**src/rtl/uart_status_tx_pkg.sv**
```systemverilog
// Shared definitions for the UART LED-control link: mode encodings, ASCII
// framing bytes, status message lengths and the reply sequencer states.
package uart_status_tx_pkg;

    typedef enum logic [1:0] {
        MODE_OFF    = 2'b00,
        MODE_BREATH = 2'b01,
        MODE_FLOW   = 2'b10,
        MODE_ERR    = 2'b11
    } led_mode_e;

    localparam logic [7:0] ASCII_CR = 8'h0D;
    localparam logic [7:0] ASCII_LF = 8'h0A;

    localparam int unsigned LEN_OFF    = 5;
    localparam int unsigned LEN_BREATH = 8;
    localparam int unsigned LEN_FLOW   = 6;
    localparam int unsigned LEN_ERR    = 5;

    typedef enum logic [1:0] {
        SEQ_IDLE,
        SEQ_LOAD,
        SEQ_SEND,
        SEQ_WAIT
    } seq_state_e;

    // Index of the final byte (the LF) of the status line for a mode.
    function automatic logic [2:0] msg_last_idx(input led_mode_e mode);
        logic [2:0] last;
        case (mode)
            MODE_OFF:    last = 3'(LEN_OFF - 1);
            MODE_BREATH: last = 3'(LEN_BREATH - 1);
            MODE_FLOW:   last = 3'(LEN_FLOW - 1);
            default:     last = 3'(LEN_ERR - 1);
        endcase
        return last;
    endfunction

endpackage

```
**src/rtl/uart_status_tx_if.sv**
```systemverilog
// Host-facing signal bundle of the status reply path.
interface uart_status_tx_if;
    logic [1:0] led_switch;
    logic       report_req;
    logic       busy_flag;
    logic       tx;

    modport master (output led_switch, output report_req, input busy_flag, input tx);
    modport slave  (input led_switch, input report_req, output busy_flag, output tx);
endinterface

```
**src/rtl/uart_byte_ser.sv**
```systemverilog
// 8N1 bit serializer: start bit the cycle after start, LSB first, each bit
// held BAUD_CNT_MAX cycles; done is high during the last stop-bit cycle.
module uart_byte_ser #(
    parameter int unsigned BAUD_CNT_MAX = 5208
) (
    input  logic       sys_clk,
    input  logic       rst_n,
    input  logic       start,
    input  logic [7:0] data,
    output logic       tx,
    output logic       done
);

    localparam int unsigned   CW        = (BAUD_CNT_MAX > 1) ? $clog2(BAUD_CNT_MAX) : 1;
    localparam logic [CW-1:0] BAUD_LAST = CW'(BAUD_CNT_MAX - 1);
    localparam logic [3:0]    BIT_LAST  = 4'd9;

    logic          busy_q, busy_d;
    logic [3:0]    bit_q, bit_d;
    logic [CW-1:0] baud_q, baud_d;
    logic [7:0]    sh_q, sh_d;
    logic          tx_q, tx_d;

    always_comb begin
        busy_d = busy_q;
        bit_d  = bit_q;
        baud_d = baud_q;
        sh_d   = sh_q;
        tx_d   = tx_q;
        if (!busy_q) begin
            if (start) begin
                busy_d = 1'b1;
                bit_d  = '0;
                baud_d = '0;
                sh_d   = data;
                tx_d   = 1'b0;
            end
        end else if (baud_q == BAUD_LAST) begin
            baud_d = '0;
            if (bit_q == BIT_LAST) begin
                busy_d = 1'b0;
                tx_d   = 1'b1;
            end else begin
                bit_d = bit_q + 4'd1;
                // Bit 8 is the last data bit; the next slot is the stop bit.
                if (bit_q == 4'd8) begin
                    tx_d = 1'b1;
                end else begin
                    tx_d = sh_q[0];
                    sh_d = {1'b0, sh_q[7:1]};
                end
            end
        end else begin
            baud_d = baud_q + CW'(1);
        end
    end

    always_ff @(posedge sys_clk or negedge rst_n) begin
        if (!rst_n) begin
            busy_q <= 1'b0;
            bit_q  <= '0;
            baud_q <= '0;
            sh_q   <= '0;
            tx_q   <= 1'b1;
        end else begin
            busy_q <= busy_d;
            bit_q  <= bit_d;
            baud_q <= baud_d;
            sh_q   <= sh_d;
            tx_q   <= tx_d;
        end
    end

    assign tx   = tx_q;
    assign done = busy_q && (bit_q == BIT_LAST) && (baud_q == BAUD_LAST);

endmodule

```
**src/rtl/uart_status_tx.sv**
```systemverilog
// Status reply path: on request or LED mode change, sends the ASCII status
// line for the snapshotted mode as 8N1 frames, with a one-deep pending request.
module uart_status_tx
    import uart_status_tx_pkg::*;
#(
    parameter int unsigned CLK_FREQ    = 50_000_000,
    parameter int unsigned BAUD        = 9600,
    parameter bit          AUTO_REPORT = 1'b1
) (
    input logic             sys_clk,
    input logic             rst_n,
    uart_status_tx_if.slave bus
);

    localparam int unsigned BAUD_CNT_MAX = CLK_FREQ / BAUD;

    seq_state_e state_q, state_d;
    led_mode_e  mode_q, mode_d;
    logic [2:0] idx_q, idx_d;
    logic       pending_q, pending_d;
    logic [1:0] led_prev_q;
    logic       trig_q, trig_d;

    logic       ser_start;
    logic [7:0] ser_data;
    logic       ser_tx;
    logic       ser_done;

    assign trig_d = bus.report_req | (AUTO_REPORT && (bus.led_switch != led_prev_q));

    always_comb begin
        state_d   = state_q;
        mode_d    = mode_q;
        idx_d     = idx_q;
        pending_d = pending_q;
        // A trigger during a message queues one repeat; reloads consume it.
        if (trig_q && (state_q != SEQ_IDLE)) begin
            pending_d = 1'b1;
        end
        unique case (state_q)
            SEQ_IDLE: begin
                if (trig_q || pending_q) begin
                    mode_d    = led_mode_e'(bus.led_switch);
                    idx_d     = '0;
                    pending_d = 1'b0;
                    state_d   = SEQ_LOAD;
                end
            end
            SEQ_LOAD: state_d = SEQ_SEND;
            SEQ_SEND: begin
                if (ser_done) begin
                    state_d = SEQ_WAIT;
                end
            end
            SEQ_WAIT: begin
                if (idx_q == msg_last_idx(mode_q)) begin
                    if (pending_q || trig_q) begin
                        mode_d    = led_mode_e'(bus.led_switch);
                        idx_d     = '0;
                        pending_d = 1'b0;
                        state_d   = SEQ_LOAD;
                    end else begin
                        state_d = SEQ_IDLE;
                    end
                end else begin
                    idx_d   = idx_q + 3'd1;
                    state_d = SEQ_LOAD;
                end
            end
            default: state_d = SEQ_IDLE;
        endcase
    end

    always_ff @(posedge sys_clk or negedge rst_n) begin
        if (!rst_n) begin
            state_q    <= SEQ_IDLE;
            mode_q     <= MODE_OFF;
            idx_q      <= '0;
            pending_q  <= 1'b0;
            led_prev_q <= '0;
            trig_q     <= 1'b0;
        end else begin
            state_q    <= state_d;
            mode_q     <= mode_d;
            idx_q      <= idx_d;
            pending_q  <= pending_d;
            led_prev_q <= bus.led_switch;
            trig_q     <= trig_d;
        end
    end

    always_comb begin
        ser_data = '0;
        case ({mode_q, idx_q})
            {MODE_OFF, 3'd0}:    ser_data = 8'h4F;
            {MODE_OFF, 3'd1}:    ser_data = 8'h46;
            {MODE_OFF, 3'd2}:    ser_data = 8'h46;
            {MODE_OFF, 3'd3}:    ser_data = ASCII_CR;
            {MODE_OFF, 3'd4}:    ser_data = ASCII_LF;
            {MODE_BREATH, 3'd0}: ser_data = 8'h42;
            {MODE_BREATH, 3'd1}: ser_data = 8'h52;
            {MODE_BREATH, 3'd2}: ser_data = 8'h45;
            {MODE_BREATH, 3'd3}: ser_data = 8'h41;
            {MODE_BREATH, 3'd4}: ser_data = 8'h54;
            {MODE_BREATH, 3'd5}: ser_data = 8'h48;
            {MODE_BREATH, 3'd6}: ser_data = ASCII_CR;
            {MODE_BREATH, 3'd7}: ser_data = ASCII_LF;
            {MODE_FLOW, 3'd0}:   ser_data = 8'h46;
            {MODE_FLOW, 3'd1}:   ser_data = 8'h4C;
            {MODE_FLOW, 3'd2}:   ser_data = 8'h4F;
            {MODE_FLOW, 3'd3}:   ser_data = 8'h57;
            {MODE_FLOW, 3'd4}:   ser_data = ASCII_CR;
            {MODE_FLOW, 3'd5}:   ser_data = ASCII_LF;
            {MODE_ERR, 3'd0}:    ser_data = 8'h45;
            {MODE_ERR, 3'd1}:    ser_data = 8'h52;
            {MODE_ERR, 3'd2}:    ser_data = 8'h52;
            {MODE_ERR, 3'd3}:    ser_data = ASCII_CR;
            {MODE_ERR, 3'd4}:    ser_data = ASCII_LF;
            default:             ser_data = '0;
        endcase
    end

    assign ser_start = (state_q == SEQ_LOAD);

    uart_byte_ser #(
        .BAUD_CNT_MAX(BAUD_CNT_MAX)
    ) u_ser (
        .sys_clk(sys_clk),
        .rst_n  (rst_n),
        .start  (ser_start),
        .data   (ser_data),
        .tx     (ser_tx),
        .done   (ser_done)
    );

    assign bus.tx        = ser_tx;
    assign bus.busy_flag = (state_q != SEQ_IDLE) || pending_q;

endmodule

```
**src/flat_wrapper.sv**
```systemverilog
// flat-port wrapper written by rule: the top's interface ports become plain ports
module uart_status_tx_flat import uart_status_tx_pkg::*;
#(
    parameter int unsigned CLK_FREQ    = 50_000_000,
    parameter int unsigned BAUD        = 9600,
    parameter bit          AUTO_REPORT = 1'b1
)
  (sys_clk, rst_n, bus_led_switch, bus_report_req, bus_busy_flag, bus_tx);
  uart_status_tx_if bus_i ();
  input logic sys_clk;
  input logic rst_n;
  input wire logic [$bits(bus_i.led_switch)-1:0] bus_led_switch;
  input wire logic [$bits(bus_i.report_req)-1:0] bus_report_req;
  output wire logic [$bits(bus_i.busy_flag)-1:0] bus_busy_flag;
  output wire logic [$bits(bus_i.tx)-1:0] bus_tx;
  assign bus_i.led_switch = bus_led_switch;
  assign bus_i.report_req = bus_report_req;
  assign bus_busy_flag = bus_i.busy_flag;
  assign bus_tx = bus_i.tx;
  uart_status_tx #(.CLK_FREQ(CLK_FREQ), .BAUD(BAUD), .AUTO_REPORT(AUTO_REPORT)) u_core (.sys_clk(sys_clk), .rst_n(rst_n), .bus(bus_i));
endmodule
```
**config.mk**
```make
export PLATFORM = sky130hd
export DESIGN_NAME = uart_status_tx_flat
export DESIGN_NICKNAME = d
export VERILOG_FILES = /design/src/rtl/uart_status_tx_pkg.sv /design/src/rtl/uart_status_tx_if.sv /design/src/rtl/uart_byte_ser.sv /design/src/rtl/uart_status_tx.sv /design/src/flat_wrapper.sv
export SDC_FILE = /design/constraint.sdc
export NUM_CORES = 1
export LEC_CHECK = 0
export ABC_CLOCK_PERIOD_IN_PS = 2300
export BUFFER_PORTS_ARGS = -buffer_cell sky130_fd_sc_hd__clkbuf_2
export CAP_MARGIN = 5
export CORE_ASPECT_RATIO = 0.9
export CORE_MARGIN = 2
export CORE_UTILIZATION = 40
export CTS_CLUSTER_SIZE = 20
export DETAILED_ROUTE_END_ITERATION = 10
export SYNTH_ARGS = -nofsm -noshare
export SYNTH_HDL_FRONTEND = slang
export SYNTH_SLANG_ARGS = --single-unit
```
**constraint.sdc**
```tcl
create_clock -name sys_clk -period 2.3 [get_ports sys_clk]
set_input_delay 0.345 -clock sys_clk [delete_from_list [all_inputs] [get_ports sys_clk]]
set_output_delay 0.345 -clock sys_clk [all_outputs]
set_load 0.005 [all_outputs]
```
## Yosys cells after proc, flatten, opt, wreduce, memory -nomap -nowiden

Memories as Yosys holds them, arrays and structs flattened.
Index checks and enable logic that the tools add are counted.

- Bits in registers: 38
- Bits in read-only memories: 192
- Bits of input ports: 5
- Output and inout port bits: 2
- Word-level logic and storage cells: 84
- Memories kept: 1

- Add/sub/neg operators: 3
- Equality and inequality tests: 16
- Muxes and demuxes: 38
- Bitwise operators: 1
- Reduce and logical (&&, ||, !) cells: 14

Memory list:

| memory | words | bits a word | rd ports | clocked after memory_dff | write ports | line | text |
|---|---|---|---|---|---|---|---|
| (no name shown) | 32 | 6 | 1 | 0 | 0 | uart_status_tx.sv:94 | `case ({mode_q, idx_q})` |

Operator list:

| kind | count |
|---|---|
| 2-to-1 mux 8 bit | 5 |
| 2-to-1 mux 13 bit | 3 |
| 2-to-1 mux 4 bit | 4 |
| 2-to-1 mux 1 bit | 14 |
| adder 13 x 1 -> 13 bit, second input constant | 1 |
| equality test 13 bit, second input constant | 1 |
| 2-to-1 mux 3 bit | 3 |
| equality test 4 bit, second input constant | 2 |
| 2-to-1 mux 2 bit | 4 |
| inequality test 2 x 1 -> 1 bit, second input constant | 4 |
| case mux 2 bit (2 select lines) | 2 |
| case mux 2 bit (4 select lines) | 1 |
| equality test 2 bit, second input constant | 3 |
| case mux 3 bit (2 select lines) | 1 |
| AND reduction 2 bit | 3 |
| nonzero test 2 bit | 3 |
| adder 4 x 1 -> 4 bit, second input constant | 1 |
| equality test 2 x 1 -> 1 bit, second input constant | 2 |
| inequality test 2 bit, second input constant | 2 |
| AND reduction 4 bit | 1 |
| adder 3 x 1 -> 3 bit, second input constant | 1 |
| equality test 3 bit | 1 |
| logical AND 1 bit | 3 |
| AND reduction 3 bit | 1 |
| 5 further kinds | 6 |

## Logic depth before layout (Yosys ltp)

- Depth in word-level cells: 6
- Depth in mapped cells: 7
- Gate-level depth less buffers: 7

## Modules after synthesis

From an unflattened synthesis, not the netlist that was laid out.

- Cell total of the unflattened synthesis: 272
- Area, all modules: 2573.7 um^2

By module, submodules not included:

| module | times used | cells each | area an instance (um^2) | seq. area each (um^2) |
|---|---|---|---|---|
| uart_byte_ser | 1 | 166 | 1600.3 | 676.9 |
| uart_status_tx | 1 | 106 | 973.4 | 275.3 |

## Least setup slack after synthesis

Ideal clock, no wire load.

- Path type: reg2reg
- Start point: reg u_core.mode_q[1]
- End point: reg u_core.mode_q[0]
- Setup time: 0.125 ns
- Arrival time: 1.865 ns
- Required time: 2.175 ns
- Slack: 0.310 ns
- Stages on the path, launching flop included: 8
- Path buffers: 1
- Period minus slack after synthesis: 1.990 ns
- Cell sequence: dfrtp_1 > clkbuf_1 > inv_1 > ha_1 > xor2_1 > a31oi_1 > nor3_1 > mux2_2

- Word-level cells in the longest chain between the ends: 6
- Elaborated cells on any way between the ends: 7
- Classes of those cells: eq/ne (4); mux (2); reduce/logical (1)

Ends and longest elaborated chain:

| what | line | text |
|---|---|---|
| from (decl) | uart_status_tx.sv:18 | `led_mode_e mode_q, mode_d;` |
| from (signal assigned) | uart_status_tx.sv:84 | `mode_q <= mode_d;` |
| equality test 2 bit / equality test 2 x 1 -> 1 bit (equally long branches) | uart_status_tx_pkg.sv:30 | `case (mode)` |
| case mux 2 bit (2 select lines) (*) | uart_status_tx_pkg.sv:30 |  |
| 2-to-1 mux 3 bit (*) | uart_status_tx.sv:40 | `unique case (state_q)` |
| equality test 3 bit (*) | uart_status_tx.sv:56 | `if (idx_q == msg_last_idx(mode_q)) begin` |
| inequality test 2 x 1 -> 1 bit (no line) (*) | -- |  |
| AND reduction 2 bit (no line) (*) | -- |  |

Mark *: on every way between the ends. The rest lies on a longest branch, timed or not. The select of a mux whose other input is x is not followed.
A chain may end at the register's enable or synchronous reset.

## Final worst setup path

- Start point: reg u_core.idx_q[1]
- End point: reg u_core.u_ser.sh_q[1]

- Word-level cells in the longest chain between the ends: 3

Ends and longest elaborated chain:

| what | line | text |
|---|---|---|
| from (decl) | uart_status_tx.sv:19 | `logic [2:0] idx_q, idx_d;` |
| from (signal assigned) | uart_status_tx.sv:85 | `idx_q <= idx_d;` |
| memory (32 x 6 bit) | -- |  |
| 2-to-1 mux 8 bit | uart_byte_ser.sv:31 | `if (start) begin` |
| 2-to-1 mux 8 bit | uart_byte_ser.sv:30 | `if (!busy_q) begin` |
| to (signal assigned) | uart_byte_ser.sv:63 | `sh_q <= '0;` |
| to (signal assigned) | uart_byte_ser.sv:69 | `sh_q <= sh_d;` |
| to (decl) | uart_byte_ser.sv:21 | `logic [7:0] sh_q, sh_d;` |

No other way between the ends. The select of a mux whose other input is x is not followed.

==> results.yml <==
pwr:
  finalPower_mw: 2.874
  p_clk_share_pct: 17.4
  ir_drop_v: 0.0004595
  total_leakage_power_nw: 1.159
  internal_power_mw: 1.737
  p_seq_share_pct: 37.5
  p_switching_mw: 1.137
  power_frac_comb_pct: 45.1
  powerDensity_nw_per_um2: 1085
  switching_share_pct: 39.57
synth:
  synth_flop_cell: "dfrtp_1"
  synth-compound-area-share_pct: 19.44
  postSynth.asyncResetShare_pct: 100.0
  synth_area_per_cell_um2: 9.808
  synth_cell_types: 54
  synthXorXnorAreaFrac_pct: 2.160
  synthSimpleGateAreaFrac_pct: 18.93
  synth_top_family_by_area: "compound AO/OA/AOI/OAI gates"
  synth_edf_count: 0
  synth-adder-area-share_pct: 8.230
  ys_ff_latch: 37
  yosysSeqAreaShare_pct: 38.12
  syn_area_um2: 2432
  synthCells: 248
  synth_nets: 269
  yosys_warnings: 0
  synth.most_common_cell: "dfrtp_1"
  netlist_top_cells_count: "36 x dfrtp_1, 19 x nand2_1, 17 x inv_1"
  muxShareOfSynthArea_pct: 7.922
  yosysTopAreaCell: "dfrtp_1"
  yosys-top-cells-area: "dfrtp_1 37%, ha_1 8.2%, mux2_2 3.7%"
  synth_top_area_share_pct: 37.04
clocking:
  postCtsSetupRepairBufs: 0
  cts_buffer_depth: 2
  path_clk_slew_ps: 70
  htreeDepth: 2
  postCtsResizedCells: 0
  cts_tree: "yes"
  cts-root-buf: "clkbuf_8"
  cts_made_buffers: 5
  insertion_delay_ps: 280
  cts.sinks: 37
  ctsHoldBuffers: 0
sta:
  worstMarginPinSlew_ps: 462.8
  clock_skew_ps: 6.570
  period_needed_ps: 2057
  hold_viol_final: 0
  setup_slack_ps: 243.5
  min_period_over_period_pct: 89.41
  rsz0062_at_grt: "no"
  max_slew_margin_pct: 68.35
  fmax_mhz: 486.3
  finalSetupViolCount: 0
  slew_viol_final: 0
  tns_ps: 0
run:
  cap_violations: 0
critical_path:
  cp-start-kind: "flop"
  worstPathMaxFanout: 8
  cp_data_arrival_time_ps: 2220
  cp.required_ps: 2460
  crit_type: "reg -> reg"
  crit_path_end_kind: "flop"
detailed_routing:
  firstDrtPassIters: 4
  drc_errors: 0
  wl_per_cell_um: 14.58
  drtIter0Drc: 108
  wirelength_mm: 4.769
  ant_nets: 0
  viasPerCell: 5.599
  vias: 1831
global_route:
  grt.total_usage_pct: 16.03
  grt_max_degree: 38
  antenna_found_initial: 0
  grt.overflow.total: 0
  grt_pass1_wl_mm: 8.680
  grt_pass1_vias: 1826
placement:
  routabilityCongestion: 0.8315
  dp_worst_setup_slack_ps: 334.6
  portBuffers: 6
  dp_hpwl_mm: 3.406
die:
  io_pins: 7
  die_h_um: 77.98
  core_um2: 5791
  die_width_um: 86.20
  rows: 26
  start_util_pct: 42.01
  dieArea_um2: 6721
finish:
  antenna_cells: 0
  drive_above_1_share_pct: 15.56
  area_growth_pct: 8.899
  filler_cell_count: 555
  nets: 277
  final_util_pct: 45.74
outcome:
  outcome: "complete, no violations"
hold_path:
  hp-class: "in -> async"
==> state kept, by name, summed over array words and instances, names as in the netlist <==
signal / count
u_core.mode_q: 2
u_core.state_q: 2
u_core.u_ser.sh_q: 7
u_core.u_ser.tx: 1
u_core.trig_q: 1
u_core.u_ser.baud_q: 13
u_core.u_ser.busy_q: 1
u_core.led_prev_q: 2
u_core.u_ser.bit_q: 4
u_core.pending_q: 1
u_core.idx_q: 3
==> logic make-up (layout without fill, tap and decap cells) <==
family	Yosys count	count (layout)
multiplexers	17	17
adder cells (fa/ha/maj)	16	16
AO/OA/AOI/OAI	65	65
flip-flops	37	37
XOR/XNOR	6	6
buffers and inverters	30	39
AND/OR/NAND/NOR	77	77
==> metal layers <==
metal  GRT usage [%]  part of all wire (%)  vias up
met5               0                     0        -
met4           4.219                  0.71        0
met3           3.830                   2.0        2
met2           23.64                    44       19
met1           23.48                    53      867
li1                -                     -      943
==> power groups by stage <==
stage                     Sequential [mW]  Clock [mW]  Combinational [mW]
after floorplan                      1.02           0                1.06
after global placement               1.08           0                1.28
after detailed placement             1.09           0                1.29
after CTS                            1.08       0.521                1.30
after global routing                 1.11       0.553                1.47
final                                1.08       0.499                1.30
==> path summary, 6_finish.rpt <==
path | end | cells past startpoint | start | slack [ps]
worst min-delay path | u_core.u_ser.sh_q[3]$_DFFE_PN0P_ | 2 | rst_n | 100
min in group sys_clk | u_core.led_prev_q[0]$_DFF_PN0_ | 1 | bus_led_switch[0] | 210
worst min register to register | u_core.u_ser.baud_q[10]$_DFFE_PN0P_ | 1 | u_core.u_ser.baud_q[10]$_DFFE_PN0P_ | 520
worst max register to register | u_core.u_ser.sh_q[1]$_DFFE_PN0P_ | 6 | u_core.idx_q[1]$_DFFE_PN0N_ | 240
max in group asynchronous | u_core.u_ser.tx$_DFFE_PN1P_ | 2 | rst_n | 1840
worst max-delay path | u_core.u_ser.sh_q[1]$_DFFE_PN0P_ | 6 | u_core.idx_q[1]$_DFFE_PN0N_ | 240
==> layout make-up <==
class / count / area (µm²) / area share [%]
Multi-Input combinational cell: 181 / 1379 / 52.05
Sequential cell: 37 / 927.1 / 35.00
Clock buffer: 7 / 96.34 / 3.637
Timing Repair Buffer: 14 / 90.09 / 3.401
Tap cell: 70 / 87.58 / 3.307
Inverter: 17 / 63.81 / 2.409
Clock inverter: 1 / 5.005 / 0.1889
==> critical path, cell delays in order (launching register included) <==
cell	delay, ps
dfrtp_1	480
inv_1	140
ha_1	290
mux2_2	280
a2111oi_0	470
a311o_1	200
a2bb2oi_1	60
==> placed cells by master, fill, tap and decap left out, types with 4 or more instances in the layout <==
cell type | netlist | layout
dfrtp_1 | 36 | 36
nand2_1 | 19 | 19
nor2_1 | 11 | 11
clkbuf_2 | 0 | 6
a31oi_1 | 12 | 12
mux2_2 | 8 | 8
ha_1 | 16 | 16
a21oi_1 | 8 | 8
buf_4 | 0 | 8
o211ai_1 | 7 | 7
nor2b_1 | 4 | 4
mux2i_1 | 8 | 8
clkbuf_8 | 0 | 7
and2_1 | 5 | 5
and4_1 | 4 | 4
a41oi_1 | 5 | 5
nor3_1 | 6 | 6
inv_1 | 17 | 17
o21ai_0 | 8 | 8
nand3_1 | 8 | 8
==> through the flow <==
stage / hold slack, ps / instance area, µm² / cells
2_1_floorplan: 49.41 / 2432 / 248
3_3_place_gp: 432.5 / 2547 / 319
3_5_place_dp: 435.8 / 2547 / 319
4_1_cts: 122.9 / 2649 / 327
5_1_grt: 141.4 / 2649 / 327
6_report: 103.4 / 2649 / 327
Power figures use the tool's default switching activity.
